File: src/rtl/tamarisc_pkg.sv
// Shared definitions for the tamarisc fetch front end.
//   fetch_state_e       : fetch controller FSM encoding
//   FLUSH_DEPTH_DEFAULT : default number of flush cycles after a taken branch
package tamarisc_pkg;

    localparam int unsigned FLUSH_DEPTH_DEFAULT = 2;

    typedef enum logic [2:0] {
        StBoot,
        StFetch,
        StWaitMem,
        StFlush,
        StHalt
    } fetch_state_e;

endpackage

File: src/rtl/sat_counter.sv
// Saturating up-counter with synchronous clear.
// Ports:
//   clk   : clock, rising edge
//   rst   : asynchronous active-high reset, count -> 0
//   inc   : increment request (ignored once count is all-ones)
//   clr   : synchronous clear, takes priority over inc
//   count : current count value
module sat_counter #(
    parameter int unsigned WIDTH = 16
) (
    input  logic             clk,
    input  logic             rst,
    input  logic             inc,
    input  logic             clr,
    output logic [WIDTH-1:0] count
);

    logic [WIDTH-1:0] count_q;
    logic [WIDTH-1:0] count_d;

    always_comb begin
        count_d = count_q;
        if (clr) begin
            count_d = '0;
        end else if (inc && (count_q != {WIDTH{1'b1}})) begin
            count_d = count_q + 1'b1;
        end
    end

    always_ff @(posedge clk or posedge rst) begin
        if (rst) begin
            count_q <= '0;
        end else begin
            count_q <= count_d;
        end
    end

    assign count = count_q;

endmodule

File: src/rtl/fetch_ctrl.sv
// Instruction fetch controller: sequences PC control and instruction memory
// requests around memory waits, taken branches, load-use stalls and halt.
// Ports:
//   clk_i          : clock, rising edge
//   rst_i          : asynchronous active-high reset
//   imem_ack_i     : instruction memory returns a valid word this cycle
//   branch_taken_i : execute resolved a taken branch; target on arith path
//   load_use_i     : decode detected a load-use hazard
//   halt_i         : halt request
//   resume_i       : leave halt
//   cnt_clr_i      : synchronous clear of the stall counter
//   imem_req_o     : fetch request to instruction memory
//   stall_o        : PC stall
//   incr_pc_o      : PC increment
//   load_arith_o   : PC load from arith path
//   flush_o        : kill instructions in decode/execute
//   halted_o       : controller is halted
//   stall_cnt_o    : saturating count of cycles with stall_o high
module fetch_ctrl
    import tamarisc_pkg::*;
#(
    parameter int unsigned FLUSH_DEPTH = FLUSH_DEPTH_DEFAULT,
    parameter int unsigned CNT_W       = 16
) (
    input  logic             clk_i,
    input  logic             rst_i,
    input  logic             imem_ack_i,
    input  logic             branch_taken_i,
    input  logic             load_use_i,
    input  logic             halt_i,
    input  logic             resume_i,
    input  logic             cnt_clr_i,
    output logic             imem_req_o,
    output logic             stall_o,
    output logic             incr_pc_o,
    output logic             load_arith_o,
    output logic             flush_o,
    output logic             halted_o,
    output logic [CNT_W-1:0] stall_cnt_o
);

    // The branch cycle itself is the first flush cycle, so FLUSH lasts one less.
    localparam logic [1:0] FlushLoad = 2'(FLUSH_DEPTH - 1);

    fetch_state_e state_q, state_d;
    logic         drop_ack_q, drop_ack_d;
    logic [1:0]   flush_cnt_q, flush_cnt_d;
    logic         eff_ack;

    // An ack belonging to a fetch abandoned by a branch must not advance the PC.
    assign eff_ack = imem_ack_i & ~drop_ack_q;

    always_comb begin
        state_d      = state_q;
        drop_ack_d   = drop_ack_q;
        flush_cnt_d  = flush_cnt_q;
        imem_req_o   = 1'b0;
        stall_o      = 1'b0;
        incr_pc_o    = 1'b0;
        load_arith_o = 1'b0;
        flush_o      = 1'b0;
        halted_o     = 1'b0;

        if (imem_ack_i) begin
            drop_ack_d = 1'b0;
        end

        if (state_q == StHalt) begin
            stall_o  = 1'b1;
            halted_o = 1'b1;
            if (resume_i) begin
                state_d = StFetch;
            end
        end else begin
            imem_req_o = (state_q != StBoot);
            if (branch_taken_i) begin
                load_arith_o = 1'b1;
                flush_o      = 1'b1;
                flush_cnt_d  = FlushLoad;
                state_d      = (FLUSH_DEPTH > 1) ? StFlush : StFetch;
                // Only an outstanding (not yet acked) request leaves a stale ack behind.
                if ((state_q == StWaitMem) && !imem_ack_i) begin
                    drop_ack_d = 1'b1;
                end
            end else if (halt_i) begin
                stall_o = 1'b1;
                flush_o = (state_q == StFlush);
                state_d = StHalt;
            end else begin
                unique case (state_q)
                    StBoot: begin
                        stall_o = 1'b1;
                        state_d = StFetch;
                    end
                    StFetch: begin
                        if (load_use_i) begin
                            stall_o = 1'b1;
                        end else if (!eff_ack) begin
                            stall_o = 1'b1;
                            state_d = StWaitMem;
                        end else begin
                            incr_pc_o = 1'b1;
                        end
                    end
                    StWaitMem: begin
                        if (load_use_i) begin
                            stall_o = 1'b1;
                        end else if (eff_ack) begin
                            incr_pc_o = 1'b1;
                            state_d   = StFetch;
                        end else begin
                            stall_o = 1'b1;
                        end
                    end
                    StFlush: begin
                        // Decode is being killed, so a load-use hazard there is moot.
                        flush_o     = 1'b1;
                        incr_pc_o   = eff_ack;
                        flush_cnt_d = flush_cnt_q - 2'd1;
                        if (flush_cnt_q <= 2'd1) begin
                            state_d = StFetch;
                        end
                    end
                    default: begin
                        stall_o = 1'b1;
                        state_d = StBoot;
                    end
                endcase
            end
        end

        // Outputs are held quiet for the whole reset window, whatever the inputs.
        if (rst_i) begin
            imem_req_o   = 1'b0;
            stall_o      = 1'b1;
            incr_pc_o    = 1'b0;
            load_arith_o = 1'b0;
            flush_o      = 1'b0;
            halted_o     = 1'b0;
        end
    end

    always_ff @(posedge clk_i or posedge rst_i) begin
        if (rst_i) begin
            state_q     <= StBoot;
            drop_ack_q  <= 1'b0;
            flush_cnt_q <= 2'd0;
        end else begin
            state_q     <= state_d;
            drop_ack_q  <= drop_ack_d;
            flush_cnt_q <= flush_cnt_d;
        end
    end

    sat_counter #(
        .WIDTH (CNT_W)
    ) u_stall_cnt (
        .clk   (clk_i),
        .rst   (rst_i),
        .inc   (stall_o),
        .clr   (cnt_clr_i),
        .count (stall_cnt_o)
    );

endmodule

File: config.mk
export PLATFORM = sky130hd
export DESIGN_NAME = fetch_ctrl
export DESIGN_NICKNAME = d
export VERILOG_FILES = /design/src/rtl/tamarisc_pkg.sv /design/src/rtl/sat_counter.sv /design/src/rtl/fetch_ctrl.sv
export SDC_FILE = /design/constraint.sdc
export NUM_CORES = 1
export LEC_CHECK = 0
export BUFFER_PORTS_ARGS = -buffer_cell sky130_fd_sc_hd__buf_4
export CAP_MARGIN = 10
export CORE_ASPECT_RATIO = 0.7
export CORE_MARGIN = 4
export CORE_UTILIZATION = 58
export CTS_BUF_LIST = sky130_fd_sc_hd__clkbuf_16
export CTS_CLUSTER_DIAMETER = 30
export DETAILED_ROUTE_END_ITERATION = 8
export PLACE_DENSITY = 0.84
export SETUP_SLACK_MARGIN = 0.5
export SKIP_CTS_REPAIR_TIMING = 1
export SYNTH_ARGS = -nofsm -noshare
export SYNTH_HDL_FRONTEND = slang
export SYNTH_SLANG_ARGS = --single-unit
File: constraint.sdc
create_clock -name clk_i -period 3.3 [get_ports clk_i]
set_input_delay 0.66 -clock clk_i [delete_from_list [all_inputs] [get_ports clk_i]]
set_output_delay 0.66 -clock clk_i [all_outputs]
set_load 0.03 [all_outputs]
**After elaboration in Yosys (flattened, before gate mapping)**

Cells that the tools add are included.

- Bits of input ports: 8
- Bits in registers: 22
- Word-level logic and storage cells: 77
- Output and inout port bits: 22

- Mux-type cells: 45
- Reductions and logical operators: 10
- Order comparisons: 1
- Bitwise gates (word level): 3
- $add $sub $neg: 2
- Eq/ne operators: 12

Operators with widths:

| kind | count |
|---|---|
| $mux 16 | 2 |
| $mux 1 | 28 |
| $mux 3 | 9 |
| $ne 5x5->1 const B | 4 |
| $add 16x1->16 const B | 1 |
| $ne 16x16->1 const B | 1 |
| $pmux 3 s4 | 1 |
| $eq 3x2->1 const B | 2 |
| $mux 2 | 3 |
| $reduce_and 6->1 | 1 |
| $ne 5x4->1 const B | 1 |
| $ne 2x2->1 const B | 2 |
| $pmux 1 s2 | 2 |
| $reduce_bool 2->1 | 2 |
| $eq 3x1->1 const B | 1 |
| $eq 3x3->1 const B | 1 |
| $logic_not 3->1 | 1 |
| $reduce_and 3->1 | 1 |
| $reduce_bool 3->1 | 1 |
| $le 2x1->1 const B | 1 |
| $logic_and 1x1->1 | 2 |
| $not 1->1 | 2 |
| $reduce_or 2->1 | 1 |
| $sub 2x1->2 const B | 1 |
| other kinds (2) | 2 |

**Longest topological paths before layout**

Gate-level depths: netlist of run 1.

- Depth in word-level cells: 12
- Gate-level depth with buffers: 9
- Mapped depth without buffers: 7

**Cells and area by module**

Synthesis of run 1 repeated with hierarchy kept, for this count alone.

- Cell total of the unflattened synthesis: 164
- Area, all modules: 1432.6 sq um

Modules (own cells, without submodules):

| module | sequential area each (sq um) | instances | cells an instance | area an instance (sq um) |
|---|---|---|---|---|
| sat_counter | 400.4 | 1 | 101 | 922.1 |
| fetch_ctrl | 150.1 | 1 | 63 | 510.5 |

**Worst setup path after synthesis of run 1**

Ideal clock, no wire load.

- Path type: input port to output port
- From: in branch_taken_i
- To: out stall_o
- Stages on the path: 7
- Path buffers: 3
- Arrival time: 1874 ps
- Required time: 2640 ps
- Slack: 766 ps
- Path through: buf_2 inv_2 a32o_1 a2111oi_4 buf_6 buf_6 inv_2

- Word-level cells in the longest chain between the ends: 3

RTL lines:

| item | RTL line | RTL |
|---|---|---|
| start: declaration | fetch_ctrl.sv:28 | `input logic branch_taken_i,` |
| $mux 1 | fetch_ctrl.sv:76 | `if (branch_taken_i) begin` |
| $mux 1 | fetch_ctrl.sv:68 | `if (state_q == StHalt) begin` |
| $mux 1 | fetch_ctrl.sv:133 | `if (rst_i) begin` |
| end: declaration | fetch_ctrl.sv:34 | `output logic stall_o,` |

No other way between the ends.

**Final worst setup path of run 1**

- From: reg state_q[2]
- To: out stall_o

- Word-level cells in the longest chain between the ends: 7
- Elaborated cells between the ends (all ways): 10
- Classes of those cells: eq/ne: 4; mux: 5; reduce/logical: 1

RTL lines:

| item | RTL line | RTL |
|---|---|---|
| start: declaration | fetch_ctrl.sv:45 | `fetch_state_e state_q, state_d;` |
| start signal: assignment | fetch_ctrl.sv:145 | `state_q <= StBoot;` |
| start signal: assignment | fetch_ctrl.sv:149 | `state_q <= state_d;` |
| $eq 3x2->1 or $eq 3x1->1 (tied branches) | fetch_ctrl.sv:90 | `unique case (state_q)` |
| $reduce_or 2->1 (no source line) | - |  |
| $pmux 1 s2 | fetch_ctrl.sv:90 |  |
| $mux 1 | fetch_ctrl.sv:85 | `end else if (halt_i) begin` |
| $mux 1 | fetch_ctrl.sv:76 |  |
| $mux 1 * | fetch_ctrl.sv:68 |  |
| $mux 1 * | fetch_ctrl.sv:133 |  |

Every way passes the cells marked *; elsewhere a longest branch is shown, timed or not.

==> results.sh, run 1 <==
export IMPL_status="finished, final reports clean"
export IMPL_gr_usage_all_layers=0.2605
export IMPL_tns_ns=0
export IMPL_layoutNonFillerInstCount=235
export IMPL_final_core_util=0.7303
export IMPL_dieWidth_um=68.41
export IMPL_synth_area_mux_share=0.02027
export IMPL_worst_pin_slew_ns=0.8196
export IMPL_reg2reg_depth=6
export IMPL_crit_arrival_ns=1.99
export IMPL_crit_buf_inv=2
export IMPL_cp_max_fo=10
export IMPL_initial_utilization=0.6025
export IMPL_cp_slowest_cell="dfrtp_1"
export IMPL_ff2ff_setup_slack_ns=0.89
export IMPL_rows=15
export IMPL_synth_top_area_frac=0.3716
export IMPL_grt_max_degree=30
export IMPL_io_buffers=29
export IMPL_grt_pass1_wl_um=6768
export IMPL_io_pins=30
export IMPL_p_per_area_mw_per_mm2=481.4
export IMPL_cp_startpoint="state_q[2]"
export IMPL_cts_max_path_buffers=2
export IMPL_clk_latency_ns=0.25
export IMPL_yosys_top_cells_count="dfrtp_1 (22), a21oi_1 (21), nand2_1 (16)"
export IMPL_finalPower_uw=864.3
export IMPL_hpwl_um=2808
export IMPL_drcViolationCount=0
export IMPL_synth_top_family_by_area="simple AND/OR/NAND/NOR gates"
export IMPL_cp_num_cells=5
export IMPL_syn_area_mm2=0.001481
export IMPL_h_tree_depth=1
export IMPL_synth_most_common_cell="dfrtp_1"
export IMPL_rsz0062_at_grt="false"
export IMPL_critPathCapture="stall_o"
export IMPL_design_area_mm2=0.001795
export IMPL_antenna_found_initial=0
export IMPL_overflow=0
export IMPL_yosys_warnings=0
export IMPL_clkSinkCount=22
export IMPL_synth_fa_ha_area_frac=0.01689
export IMPL_nFillCells=176
export IMPL_ys_ff_latch=22
export IMPL_finalHoldViolCount=0
export IMPL_drive_gt1_frac=0.2289
export IMPL_finClkSkew_ns=0.001002
export IMPL_routed_via_count=1543
export IMPL_chipHeight_um=50.29
export IMPL_drv_cap=0
export IMPL_syn_inst=177
export IMPL_dp_slack_ns=0.7099
export IMPL_synth_nets=187
export IMPL_hold_class="flop to flop"
export IMPL_reg2reg_from="state_q[2]"
export IMPL_ir_drop_mv=0.3062
export IMPL_yosys_area_share_simple=0.3108
export IMPL_gp_congestion=1.123
export IMPL_synth_edf_count=0
export IMPL_placed_area_mm2=0.001689
export IMPL_required_ns=2.64
export IMPL_post_synth_main_area_contributors="dfrtp_1 (37%), a21oi_1 (7.1%), o31ai_1 (4.6%), or4_1 (4.6%), nand2_1 (4.1%)"
export IMPL_path_cells="nand2b_1 -> a32o_1 -> a2111oi_4 -> inv_2 -> buf_4"
export IMPL_diodes=0
export IMPL_crit_family="compound AO/OA/AOI/OAI gates"
export IMPL_setup_violations=0
export IMPL_p_leak_nw=0.7500
export IMPL_grt_pass1_vias=1437
export IMPL_wl_per_cell_um=17.24
export IMPL_seq_area_frac_synth=0.3716
export IMPL_syn_area_per_cell_um2=8.370
export IMPL_worstSetupStartpointType="flop"
export IMPL_hp_start="drop_ack_q"
export IMPL_cts_made_buffers=3
export IMPL_core_mm2=0.002459
export IMPL_drv_slew=0
export IMPL_slew_headroom=0.4530
export IMPL_synth_cell_types=40
export IMPL_wl_um=4051
export IMPL_slowest_delay_ns=0.50
export IMPL_synthFlopType="dfrtp_1"
export IMPL_worstSetupEndpointType="output pin"
export IMPL_cts_root_buf="clkbuf_16"
export IMPL_synth_compound_area_share=0.2061
export IMPL_r2r_end="u_stall_cnt.count[7]"
export IMPL_postSynth_asyncResetShare=1.000
export IMPL_path_class="flop to output pin"
export IMPL_worst_slack_ns=0.6509
export IMPL_synth_xor_area_frac=0.005912
export IMPL_drt_pass1_iter_count=5
export IMPL_ant_nets=0
export IMPL_drtIter0Drc=163
export IMPL_dieArea_mm2=0.003440
export IMPL_min_period_over_period=0.8028
export IMPL_placedCellCount=231
export IMPL_num_nets_final=212
export IMPL_hold_ws_ns=0.5512
export IMPL_syn_to_final_growth_pct=21.20
export IMPL_fmax_mhz=377.5
export IMPL_clk_pin_slew_ns=0.06
export IMPL_cts_tree="done"
export IMPL_yosys_area_top_type="dfrtp_1"
export IMPL_viasPerCell=6.566
export IMPL_fin_crit_ns=2.649
-- worst min-delay path, cell delays in order, from the launching register on --
cell	delay [ns]
dfrtp_1	0.36
a31oi_1	0.06
nor2_1	0.09
-- cell usage in the layout (no fill, tap or decap), types with 5 or more instances in the layout --
cell type   n
a21oi_1    21
buf_4      31
dfrtp_1    21
inv_1       7
nand2_1    16
nand3_1     8
nand4_1     5
nor2_1     14
nor3_1      5
o21ai_0     5
o31ai_1     9
or4_1       9
-- state kept, by name, summed over array words and instances (netlist names) --
signal / flops
flush_cnt_q: 2
u_stall_cnt.count: 16
drop_ack_q: 1
state_q: 3
-- cell type report --
cell class                 count  area [µm²]  share of cell area
clock buffer                   3       75.07             0.04181
sequential                    22       551.8              0.3073
clock inverter                 1       30.03             0.01672
multi-input combinational    135       829.5              0.4620
tap                           34       42.54             0.02369
inverter                       9       33.78             0.01882
timing repair buffer          31       232.7              0.1296
-- how the worst min path moves through the flow --
stage                     end  slack (ns)  depth (start not counted)
2_1_floorplan  flush_cnt_q[0]        0.47                          1
3_3_place_gp   flush_cnt_q[0]        0.51                          1
3_5_place_dp       drop_ack_q        0.54                          2
4_1_cts            drop_ack_q        0.55                          2
5_1_grt            drop_ack_q        0.58                          2
6_report           drop_ack_q        0.55                          2
-- kinds of logic (layout without fill, tap and decap cells) --
logic type / after synthesis / in the layout
compound gates: 48 / 48
xor+xnor: 1 / 1
mux: 2 / 2
buf+inv: 20 / 44
flops: 22 / 22
simple gates: 82 / 82
fa+ha+maj: 2 / 2
-- per-layer routing --
layer  track usage  up-vias  wire length, µm
met5             0        -                0
met4       0.08251        0               79
met3       0.07830       12              361
met2        0.3788       86             1917
met1        0.3661      736             1693
li1              -      709                -
-- power breakdown --
| part | switching (mW) | internal, mW |
|---|---|---|
| sequential | 0.0387 | 0.290 |
| combinational | 0.125 | 0.0737 |
| clock | 0.0959 | 0.241 |
Power figures use the tool's default switching activity.
==> run 2: changes to the inputs <==
Settings changed: ABC_AREA from default to 1, CORE_UTILIZATION 58 to 50, PLACE_DENSITY 0.84 to 0.76.
Clock period 3.3 ns to 2.4 ns, I/O delays scaled along.
==> run 2 against run 1 <==
Compared with the run above:
- worst setup slack worse by 0.12 ns
- core utilization is 3.0 points lower
- routed wire length is 0.74% higher
- hold slack worse by 0.37 ns
- sequential power is 33% higher
- via count is 8.8% higher
- global-route usage is 5.7 points lower
- synthesized cell count is 34% higher
- clock-buffer cell count stayed put
- synthesized area is 6.2% higher
- largest cell class unchanged
- largest power group is now registers
==> results.sh, run 2 <==
export IMPL_reg2reg_depth=8
export IMPL_path_cells="nor2_4 -> nand2_4 -> nand2_4 -> nand2_2 -> nand2_4 -> buf_6"
export IMPL_worstSetupEndpointType="output pin"
export IMPL_hold_class="primary input to asynchronous set/reset pin"
export IMPL_clk_pin_slew_ns=0.06
export IMPL_viasPerCell=5.381
export IMPL_cts_made_buffers=3
export IMPL_drt_pass1_iter_count=4
export IMPL_drv_slew=0
export IMPL_placed_area_mm2=0.001824
export IMPL_mostFrequentLayoutCells="nand2_1 (77), buf_4 (39), nor2_1 (31)"
export IMPL_synth_cell_types=25
export IMPL_yosys_area_share_simple=0.4861
export IMPL_largest_register_ffs=16
export IMPL_combPwrFrac=0.252
export IMPL_ir_drop_mv=0.4263
export IMPL_gp_congestion=0.8382
export IMPL_synth_edf_count=0
export IMPL_dieWidth_um=75.04
export IMPL_layout_commonest_cell="nand2_1"
export IMPL_drcViolationCount=0
export IMPL_fin_crit_ns=1.873
export IMPL_synth_nets=247
export IMPL_seq_area_frac_synth=0.3500
export IMPL_p_clk_frac=0.330
export IMPL_cp_slowest_cell="dfrtp_2"
export IMPL_yosys_top_cells_count="nand2_1 (80), nor2_1 (32), nand3_1 (31)"
export IMPL_ys_ff_latch=22
export IMPL_synth_area_mux_share=0
export IMPL_rsz0062_at_grt="true"
export IMPL_yosys_area_top_type="dfrtp_1"
export IMPL_dieArea_mm2=0.004121
export IMPL_internal_power_uw=720.4
export IMPL_design_area_mm2=0.002032
export IMPL_chipHeight_um=54.93
export IMPL_p_seq_frac=0.418
export IMPL_path_class="flop to output pin"
export IMPL_grt_max_degree=26
export IMPL_placedCellCount=299
export IMPL_path_common_cell="nand2_4"
export IMPL_status="finished, final reports clean"
export IMPL_rows=16
export IMPL_cts_tree="done"
export IMPL_ant_nets=0
export IMPL_final_core_util=0.7000
export IMPL_syn_to_final_growth_pct=29.20
export IMPL_synthFlopType="dfrtp_1"
export IMPL_wl_um=4081
export IMPL_switching_power_uw=329.4
export IMPL_syn_inst=237
export IMPL_required_ns=1.92
export IMPL_worst_pin_slew_ns=0.4200
export IMPL_antenna_found_initial=0
export IMPL_yosys_warnings=0
export IMPL_h_tree_depth=1
export IMPL_drtIter0Drc=114
export IMPL_nFillCells=252
export IMPL_synth_top_family_by_area="simple AND/OR/NAND/NOR gates"
export IMPL_post_synth_main_area_contributors="dfrtp_1 (35%), nand2_1 (19%), nand3_1 (9.9%), nor2_1 (7.6%), inv_1 (6.0%)"
export IMPL_min_period_over_period=0.7803
export IMPL_synth_fa_ha_area_frac=0.01591
export IMPL_tns_ns=0
export IMPL_hold_ws_ns=0.1806
export IMPL_clkSinkCount=22
export IMPL_layoutNonFillerInstCount=312
export IMPL_synth_most_common_cell="nand2_1"
export IMPL_swShare=0.3138
export IMPL_core_mm2=0.002903
export IMPL_setup_violations=0
export IMPL_drv_cap=0
export IMPL_grt_pass1_wl_um=6354
export IMPL_io_pins=30
export IMPL_cp_max_fo=8
export IMPL_wl_per_cell_um=13.08
export IMPL_finalHoldViolCount=0
export IMPL_diodes=0
export IMPL_cts_max_path_buffers=2
export IMPL_synth_compound_area_share=0.03819
export IMPL_slowest_delay_ns=0.46
export IMPL_postSynth_asyncResetShare=1.000
export IMPL_grt_pass1_vias=1364
export IMPL_cts_root_buf="clkbuf_16"
export IMPL_io_buffers=29
export IMPL_clk_latency_ns=0.25
export IMPL_synth_top_area_frac=0.3500
export IMPL_num_nets_final=288
export IMPL_drive_gt1_frac=0.2464
export IMPL_worstSetupStartpointType="flop"
export IMPL_finClkSkew_ns=0.003862
export IMPL_overflow=0
export IMPL_slew_headroom=0.7196
export IMPL_gr_usage_all_layers=0.2030
export IMPL_fmax_mhz=534.0
export IMPL_p_leak_nw=1.075
export IMPL_initial_utilization=0.5418
export IMPL_syn_area_per_cell_um2=6.636
export IMPL_syn_area_mm2=0.001573
export IMPL_routed_via_count=1679
export IMPL_crit_arrival_ns=1.39
export IMPL_p_per_area_mw_per_mm2=516.6
export IMPL_synth_xor_area_frac=0.03341
export IMPL_hpwl_um=2984
-- run 2: metrics by stage --
step / worst slack, ns / power [mW]
3_3_place_gp: 0.5545 / 0.6591
3_5_place_dp: 0.5323 / 0.6623
5_1_grt: 0.4646 / 1.101
4_1_cts: 0.3616 / 1.009
6_report: 0.5274 / 1.050
2_1_floorplan: 0.5588 / 0.5915
-- run 2: per-layer routing --
layer  vias up  global-route usage  share of wire  wire [µm]
met5         -                   0              0          0
met4         0             0.04142         0.0059         24
met3         4             0.05957          0.084        342
met2        63              0.2688           0.39       1597
met1       766              0.3171           0.52       2117
li1        846                   -              -          -
-- run 2: worst max-delay path, delay by kind of cell, from the launching register on --
family	cells	cell delay (ns)
DFF	1	0.46
buffers and inverters	1	0.14
and+or+nand+nor	5	0.53
-- run 2: kinds of logic after synthesis --
logic type	Yosys count
simple gates	167
xor+xnor	6
buf+inv	30
compound gates	10
flops	22
fa+ha+maj	2
-- run 2: worst paths after layout --
path,start,end,slack [ns]
max in group asynchronous,rst_i,u_stall_cnt.count[6],1.78
min in group clk_i,imem_ack_i,drop_ack_q,0.39
min reg2reg,flush_cnt_q[0],flush_cnt_q[0],0.50
max reg2reg,u_stall_cnt.count[1],u_stall_cnt.count[8],0.65
min,rst_i,state_q[2],0.18
max,state_q[1],stall_o,0.53
-- run 2: power by group through the flow --
stage                     sequential [mW]  combinational (mW)  clock (mW)
after floorplan                     0.443               0.148           0
after detailed placement            0.438               0.225           0
after CTS                           0.431               0.226       0.353
after global routing                0.444               0.291       0.366
after global placement              0.435               0.224           0
final                               0.439               0.265       0.346
-- run 2: layout make-up --
cell class / count / area, µm² / share of cell area
flip-flops and latches: 22 / 553.0 / 0.2722
clock buffers: 3 / 75.07 / 0.03695
multi-input cells: 185 / 953.4 / 0.4692
well taps: 36 / 45.04 / 0.02217
inverters: 26 / 101.3 / 0.04988
repair buffers: 40 / 304.0 / 0.1496
